File: src/rtl/muldiv4_pkg.sv
// Shared definitions for the 4-bit mul/div datapath: state encoding, default width,
// and a constant-evaluable ceiling log2 for sizing counters.
package muldiv4_pkg;

    localparam int unsigned DEFAULT_WIDTH = 4;

    typedef enum logic [1:0] {
        ST_IDLE = 2'd0,
        ST_RUN  = 2'd1,
        ST_DONE = 2'd2
    } state_e;

    function automatic int unsigned clog2(input int unsigned value);
        int unsigned result;
        int unsigned span;
        result = 0;
        span   = 1;
        while (span < value) begin
            span   = span << 1;
            result = result + 1;
        end
        return result;
    endfunction

endpackage

File: src/rtl/muldiv4_div_step.sv
// One restoring-division step: shift the next dividend bit into the partial remainder,
// trial-subtract the divisor and keep the difference only when it does not borrow.
module muldiv4_div_step
    import muldiv4_pkg::*;
#(
    parameter int unsigned WIDTH = DEFAULT_WIDTH
) (
    input  logic [WIDTH:0]   prem,
    input  logic             next_bit,
    input  logic [WIDTH-1:0] divisor,
    output logic [WIDTH:0]   prem_next,
    output logic             q_bit
);

    logic [WIDTH:0]   shifted;
    logic [WIDTH+1:0] diff;
    logic             unused_prem_msb;

    // The partial remainder is always below the divisor, so its top bit is never set.
    assign unused_prem_msb = prem[WIDTH];

    always_comb begin
        shifted   = {prem[WIDTH-1:0], next_bit};
        diff      = {1'b0, shifted} - {2'b00, divisor};
        q_bit     = ~diff[WIDTH+1];
        prem_next = q_bit ? diff[WIDTH:0] : shifted;
    end

endmodule

File: src/rtl/muldiv4_seq_divider.sv
// Iterative restoring unsigned divider: one quotient bit per clock, registered results,
// divide-by-zero short-cut straight to DONE, one-cycle done pulse.
module muldiv4_seq_divider
    import muldiv4_pkg::*;
#(
    parameter int unsigned WIDTH = DEFAULT_WIDTH
) (
    input  logic             clk,
    input  logic             rst,
    input  logic             start,
    input  logic [WIDTH-1:0] dividend,
    input  logic [WIDTH-1:0] divisor,
    output logic             busy,
    output logic             done,
    output logic [WIDTH-1:0] quotient,
    output logic [WIDTH-1:0] remainder,
    output logic             div_by_zero
);

    localparam int unsigned           CNT_W     = clog2(WIDTH) + 1;
    localparam logic [CNT_W-1:0]      LAST_STEP = CNT_W'(WIDTH - 1);

    state_e           state;
    logic [CNT_W-1:0] count;
    logic [WIDTH:0]   prem;
    logic [WIDTH-1:0] shift_reg;
    logic [WIDTH-1:0] divisor_reg;
    logic [WIDTH:0]   prem_next;
    logic             q_bit;

    muldiv4_div_step #(
        .WIDTH(WIDTH)
    ) u_step (
        .prem      (prem),
        .next_bit  (shift_reg[WIDTH-1]),
        .divisor   (divisor_reg),
        .prem_next (prem_next),
        .q_bit     (q_bit)
    );

    always_ff @(posedge clk or posedge rst) begin
        if (rst) begin
            state       <= ST_IDLE;
            count       <= '0;
            prem        <= '0;
            shift_reg   <= '0;
            divisor_reg <= '0;
            busy        <= 1'b0;
            done        <= 1'b0;
            quotient    <= '0;
            remainder   <= '0;
            div_by_zero <= 1'b0;
        end else begin
            case (state)
                ST_IDLE: begin
                    done <= 1'b0;
                    busy <= 1'b0;
                    if (start) begin
                        divisor_reg <= divisor;
                        shift_reg   <= dividend;
                        prem        <= '0;
                        count       <= '0;
                        busy        <= 1'b1;
                        if (divisor == '0) begin
                            quotient    <= '1;
                            remainder   <= dividend;
                            div_by_zero <= 1'b1;
                            done        <= 1'b1;
                            state       <= ST_DONE;
                        end else begin
                            div_by_zero <= 1'b0;
                            state       <= ST_RUN;
                        end
                    end
                end
                ST_RUN: begin
                    // Quotient bits enter at the bottom as dividend bits leave the top.
                    prem      <= prem_next;
                    shift_reg <= {shift_reg[WIDTH-2:0], q_bit};
                    count     <= count + 1'b1;
                    if (count == LAST_STEP) begin
                        quotient  <= {shift_reg[WIDTH-2:0], q_bit};
                        remainder <= prem_next[WIDTH-1:0];
                        done      <= 1'b1;
                        state     <= ST_DONE;
                    end
                end
                ST_DONE: begin
                    done  <= 1'b0;
                    busy  <= 1'b0;
                    state <= ST_IDLE;
                end
                default: begin
                    done  <= 1'b0;
                    busy  <= 1'b0;
                    state <= ST_IDLE;
                end
            endcase
        end
    end

endmodule

File: config.mk
export PLATFORM = sky130hd
export DESIGN_NAME = muldiv4_seq_divider
export DESIGN_NICKNAME = d
export VERILOG_FILES = /design/src/rtl/muldiv4_pkg.sv /design/src/rtl/muldiv4_div_step.sv /design/src/rtl/muldiv4_seq_divider.sv
export SDC_FILE = /design/constraint.sdc
export NUM_CORES = 1
export LEC_CHECK = 0
export CAP_MARGIN = 20
export CELL_PAD_IN_SITES_DETAIL_PLACEMENT = 0
export CELL_PAD_IN_SITES_GLOBAL_PLACEMENT = 1
export CORE_UTILIZATION = 40
export CTS_CLUSTER_DIAMETER = 150
export DETAILED_ROUTE_END_ITERATION = 12
export PLACE_DENSITY_LB_ADDON = 0.1
export SYNTH_ARGS = -nofsm -noshare
export SYNTH_HDL_FRONTEND = slang
export SYNTH_SLANG_ARGS = --single-unit
File: constraint.sdc
create_clock -name clk -period 2.7 [get_ports clk]
set_input_delay 0.54 -clock clk [delete_from_list [all_inputs] [get_ports clk]]
set_output_delay 0.54 -clock clk [all_outputs]
set_load 0.02 [all_outputs]
---- Yosys cells after proc, flatten, opt, wreduce, memory -nomap -nowiden ----
Cells that the tools add are included.
word-level totals
  bits in registers ....................... 28
  latch bits .............................. 0
  bits in writable memories ............... 0
  memory bits (read-only) ................. 0
  bits of input ports ..................... 11
  output and inout port bits .............. 11
  word-level logic and storage cells ...... 50
  memories ................................ 0
cells by class
  add/sub/neg operators ................... 2
  multiply operators ...................... 0
  divide/modulo/power cells ............... 0
  order comparisons ....................... 0
  equal/unequal tests ..................... 5
  shift-type cells ........................ 0
  muxes and demuxes ....................... 25
  bitwise operators ....................... 1
  reductions and logical operators ........ 7
operators by type and width
  operator               count
  $mux W4                9
  $pmux W4 S2            4
  $mux W2                3
  $ne A2 B2 Y1 const B   3
  $pmux W3 S2            1
  $reduce_and A2 Y1      3
  $sub A5 B4 Y6          1
  $logic_not A4 Y1       1
  $mux W1                4
  $pmux W1 S2            2
  $pmux W2 S2            1
  $reduce_and A4 Y1      1
  $add A3 B1 Y3 const B  1
  $eq A3 B2 Y1 const B   1
  $mux W3                1
  $eq A2 B1 Y1 const B   1
  $logic_not A2 Y1       1
  $reduce_bool A2 Y1     1
  $not A1 Y1             1

---- Depth between registers and ports, before layout ----
  depth in word-level cells ............... 4
  depth in mapped cells ................... 7
  mapped depth without buffers ............ 7

---- Hierarchy ----
A second synthesis with hierarchy kept.
second synthesis, totals
  cell total of the unflattened synthesis .. 131
  area total of the unflattened synthesis .. 1488.9 um2
modules (own cells, without submodules)
  module               times used  cells each  area an instance (um2)  seq. area each (um2)
  muldiv4_seq_divider  1           103         1253.7                  725.7
  muldiv4_div_step     1           28          235.2                   0.0

---- Worst setup path after synthesis ----
No wires, ideal clock.
  path kind ............................... reg-to-reg
  start ................................... register prem[0]
  end ..................................... register remainder[1]
  setup time .............................. 0.082 ns
  arrival ................................. 1.839 ns
  required time ........................... 2.618 ns
  slack ................................... 0.779 ns
  cell stages (with the launch flop) ...... 7
  buffers on the path ..................... 0
  clock period less this slack ............ 1.921 ns
  cells stage by stage .................... dfrtp_1 ha_1 nor2b_1 o31a_1 nor3_2 mux2_2 a31oi_1
on the way
  longest elaborated chain between the ends .. 4
RTL lines
  item                    line                       source
  from (decl)             muldiv4_seq_divider.sv:25  logic [WIDTH:0] prem;
  from (signal assigned)  muldiv4_seq_divider.sv:78  prem <= prem_next;
  $sub A5 B4 Y6           muldiv4_div_step.sv:24     diff = {1'b0, shifted} - {2'b00, divisor};
  $mux W4 *               muldiv4_div_step.sv:26     prem_next = q_bit ? diff[WIDTH:0] : shifted;
  $mux W4 *               muldiv4_seq_divider.sv:81  if (count == LAST_STEP) begin
  $pmux W4 S2 *           muldiv4_seq_divider.sv:54  case (state)
  to (signal assigned)    muldiv4_seq_divider.sv:66  remainder <= dividend;
  to (signal assigned)    muldiv4_seq_divider.sv:83  remainder <= prem_next[WIDTH-1:0];
  to (decl)               muldiv4_seq_divider.sv:16  output logic [WIDTH-1:0] remainder,
Mark *: on every way between the ends. The rest lies on a longest branch, timed or not. The select of a mux whose other input is x is not followed.
A chain may end at the register's enable or synchronous reset.

---- Worst setup path in the final report ----
Ends and elaborated chain as after synthesis.

==> impl_metrics.tcl <==
set metrics [dict create \
    post_cts_buffers 0 \
    holdWs_ps 501 \
    yosys-top-cells-count "dfrtp_1, nand2_1, nor2_1" \
    synth_edf_count 0 \
    tns_ps 0 \
    grt_max_degree 29 \
    gp_congestion 0.715 \
    grt_pass1_wl_mm 4.43 \
    num_io_pins 22 \
    synth_cell_types 34 \
    seq_area_frac_synth 0.511 \
    clk_latency_ps 330 \
    ctsHoldBuffers 0 \
    synth_most_common_cell "dfrtp_1" \
    antenna_left 0 \
    viasPerCell 5.13 \
    final_core_util 0.523 \
    setup.worst_path.start_class "flop" \
    p_leak_nw 0.728 \
    post_layout_nonfiller_instances 198 \
    cts_buffer_depth 2 \
    fin_area_um2 1650 \
    drt_wl_total_mm 2.61 \
    maxCapViolCount 0 \
    firstDrtPassIters 4 \
    setup_violations 0 \
    hold_depth 1 \
    vdd_drop_max_mv 0.650 \
    crit_type "flop to flop" \
    dp.cells 195 \
    finClkSkew_ps 2.11 \
    dp_hpwl_mm 1.86 \
    die_h_um 60.5 \
    die_x_um 60.5 \
    clkTransAtPathRegs_ps 150 \
    syn2layout_area_growth_pct 20.3 \
    endpoint_kind "flop" \
    numCtsBuffers 3 \
    cts_root_buffer "clkbuf_4" \
    vias 1016 \
    period_minus_slack_ps 2140 \
    cts.repair.resized 0 \
    avgSynthCellArea_um2 10.4 \
    maxSlewViolCount 0 \
    grt_use_total 0.165 \
    hold_viol_final 0 \
    drive_above_1_share 0.0974 \
    yosysWarningCount 0 \
    crit_arrival_ps 2400 \
    outcome "finished, final reports clean" \
    synthTopCellsByArea "dfrtp_1, nand2_1, ha_1, nor2_1, mux2_2" \
    num_antenna_cells 0 \
    p_sw_w 0.000847 \
    die-area_um2 3660 \
    synth-async-reset-ratio 1.00 \
    grt.overflow.total 0 \
    initial_core_util 0.435 \
    cts_tree "yes" \
    cts_sinks 28 \
    hold_class "flop to flop" \
    finish.net_count 174 \
    rsz0062_at_grt "false" \
    synth_top_area_frac 0.511 \
    p_int_w 0.00118 \
    ys_seq_elements 28 \
    synthCells 132 \
    sequentialPowerShare 0.365 \
    core_um2 3150 \
    clockPowerShare 0.086 \
    htree_levels 1 \
    antenna_found_initial 0 \
    synth_fp_nets 150 \
    grt_pass1_vias 973 \
    io_buffer_count 21 \
    drt_iter0_markers 30 \
    wl_per_cell_um 13.2 \
    yosys.area.top_type "dfrtp_1" \
    max_freq_mhz 468 \
    power_density_nw_per_um2 1230 \
    syn_area_um2 1370 \
    switching_share 0.419 \
    rows 20 \
    r2r_cells 6 \
    dpl_cell_area_um2 1630 \
    post-route-period-util 0.792 \
    worst_slew_pin_slew_ps 690 \
    relSlewSlack 0.539 \
    post-route-drc-count 0 \
    cp_max_fo 7 \
    required_ps 2960 \
    power_frac_comb 0.549 \
    synth-main-ff-cell "dfrtp_1" \
]
## layout by cell type (no fill, tap or decap)
cell type        netlist  routed
a21o_1                 4       4
a21oi_1                7       7
a21oi_4                1       1
a22o_1                 1       1
a31oi_1                2       2
a31oi_4                1       1
a41oi_1                2       2
buf_4                  0       2
clkbuf_4               0       3
clkdlybuf4s50_1        0      21
dfrtp_1               28      28
fa_1                   1       1
ha_1                   6       6
inv_1                  9       9
mux2_2                 4       4
nand2_1               21      21
nand2b_1               1       1
nand3_1                4       4
nand3b_1               1       1
nor2_1                13      13
nor2b_1                2       2
nor3_1                 1       1
nor3_2                 1       1
nor3b_2                1       1
nor4_1                 1       1
nor4_4                 1       1
o21a_1                 2       2
o21ai_0                6       6
o21bai_1               1       1
o22ai_1                1       1
o31a_1                 1       1
or3_1                  2       2
or4_4                  1       1
xnor2_1                1       1
## path summary, 6_finish.rpt
check,from,endpoint,slack (ps)
min in group asynchronous,rst,quotient[3],560
min reg2reg,done,done,500
max reg2reg,prem[0],remainder[1],560
max in group asynchronous,rst,quotient[2],1880
min,done,done,500
max,prem[0],remainder[1],560
## stage by stage
| step | total power [W] | worst slack [ps] |
|---|---|---|
| detailed placement | 0.00187 | 334 |
| global route | 0.00221 | 387 |
| CTS | 0.00204 | 537 |
| global placement | 0.00185 | 376 |
| floorplan | 0.00154 | 779 |
| finish | 0.00202 | 561 |
## logic make-up after synthesis
logic type,after synthesis,synth area share
buf+inv,13,0.0429
compound gates,29,0.153
flops,28,0.511
simple gates,50,0.184
fa+ha+maj,7,0.0694
xor+xnor,1,0.00639
mux,4,0.0329
## power groups by stage
stage | Sequential (W) | Clock (W) | Combinational [W]
after CTS | 0.000740 | 0.000178 | 0.00112
after floorplan | 0.000816 | 0 | 0.000726
after detailed placement | 0.000749 | 0 | 0.00112
final | 0.000740 | 0.000174 | 0.00111
after global placement | 0.000748 | 0 | 0.00111
after global routing | 0.000764 | 0.000194 | 0.00126
## routing by layer
metal  global-route usage  up-vias  part of all wire
met5                    0        -                 0
met2                0.270       20              0.48
li1                     -      503                 -
met1                0.218      491              0.48
met4               0.0390        0            0.0073
met3               0.0469        2             0.036
## critical path: stages, from the launching register on
cell	delay, ps
dfrtp_1	450
ha_1	300
nor2b_1	140
o31a_1	270
nor3_2	360
mux2_2	410
a31oi_1	150
## area by class of cell
class                   count  area, µm²
clock buffers               3       22.5
fillers                   314       1510
inverters                   9       33.8
multi-input cells          91        611
flip-flops and latches     28        701
well taps                  44       55.1
repair buffers             23        225
Note: power is estimated with default switching activity, not from simulation.
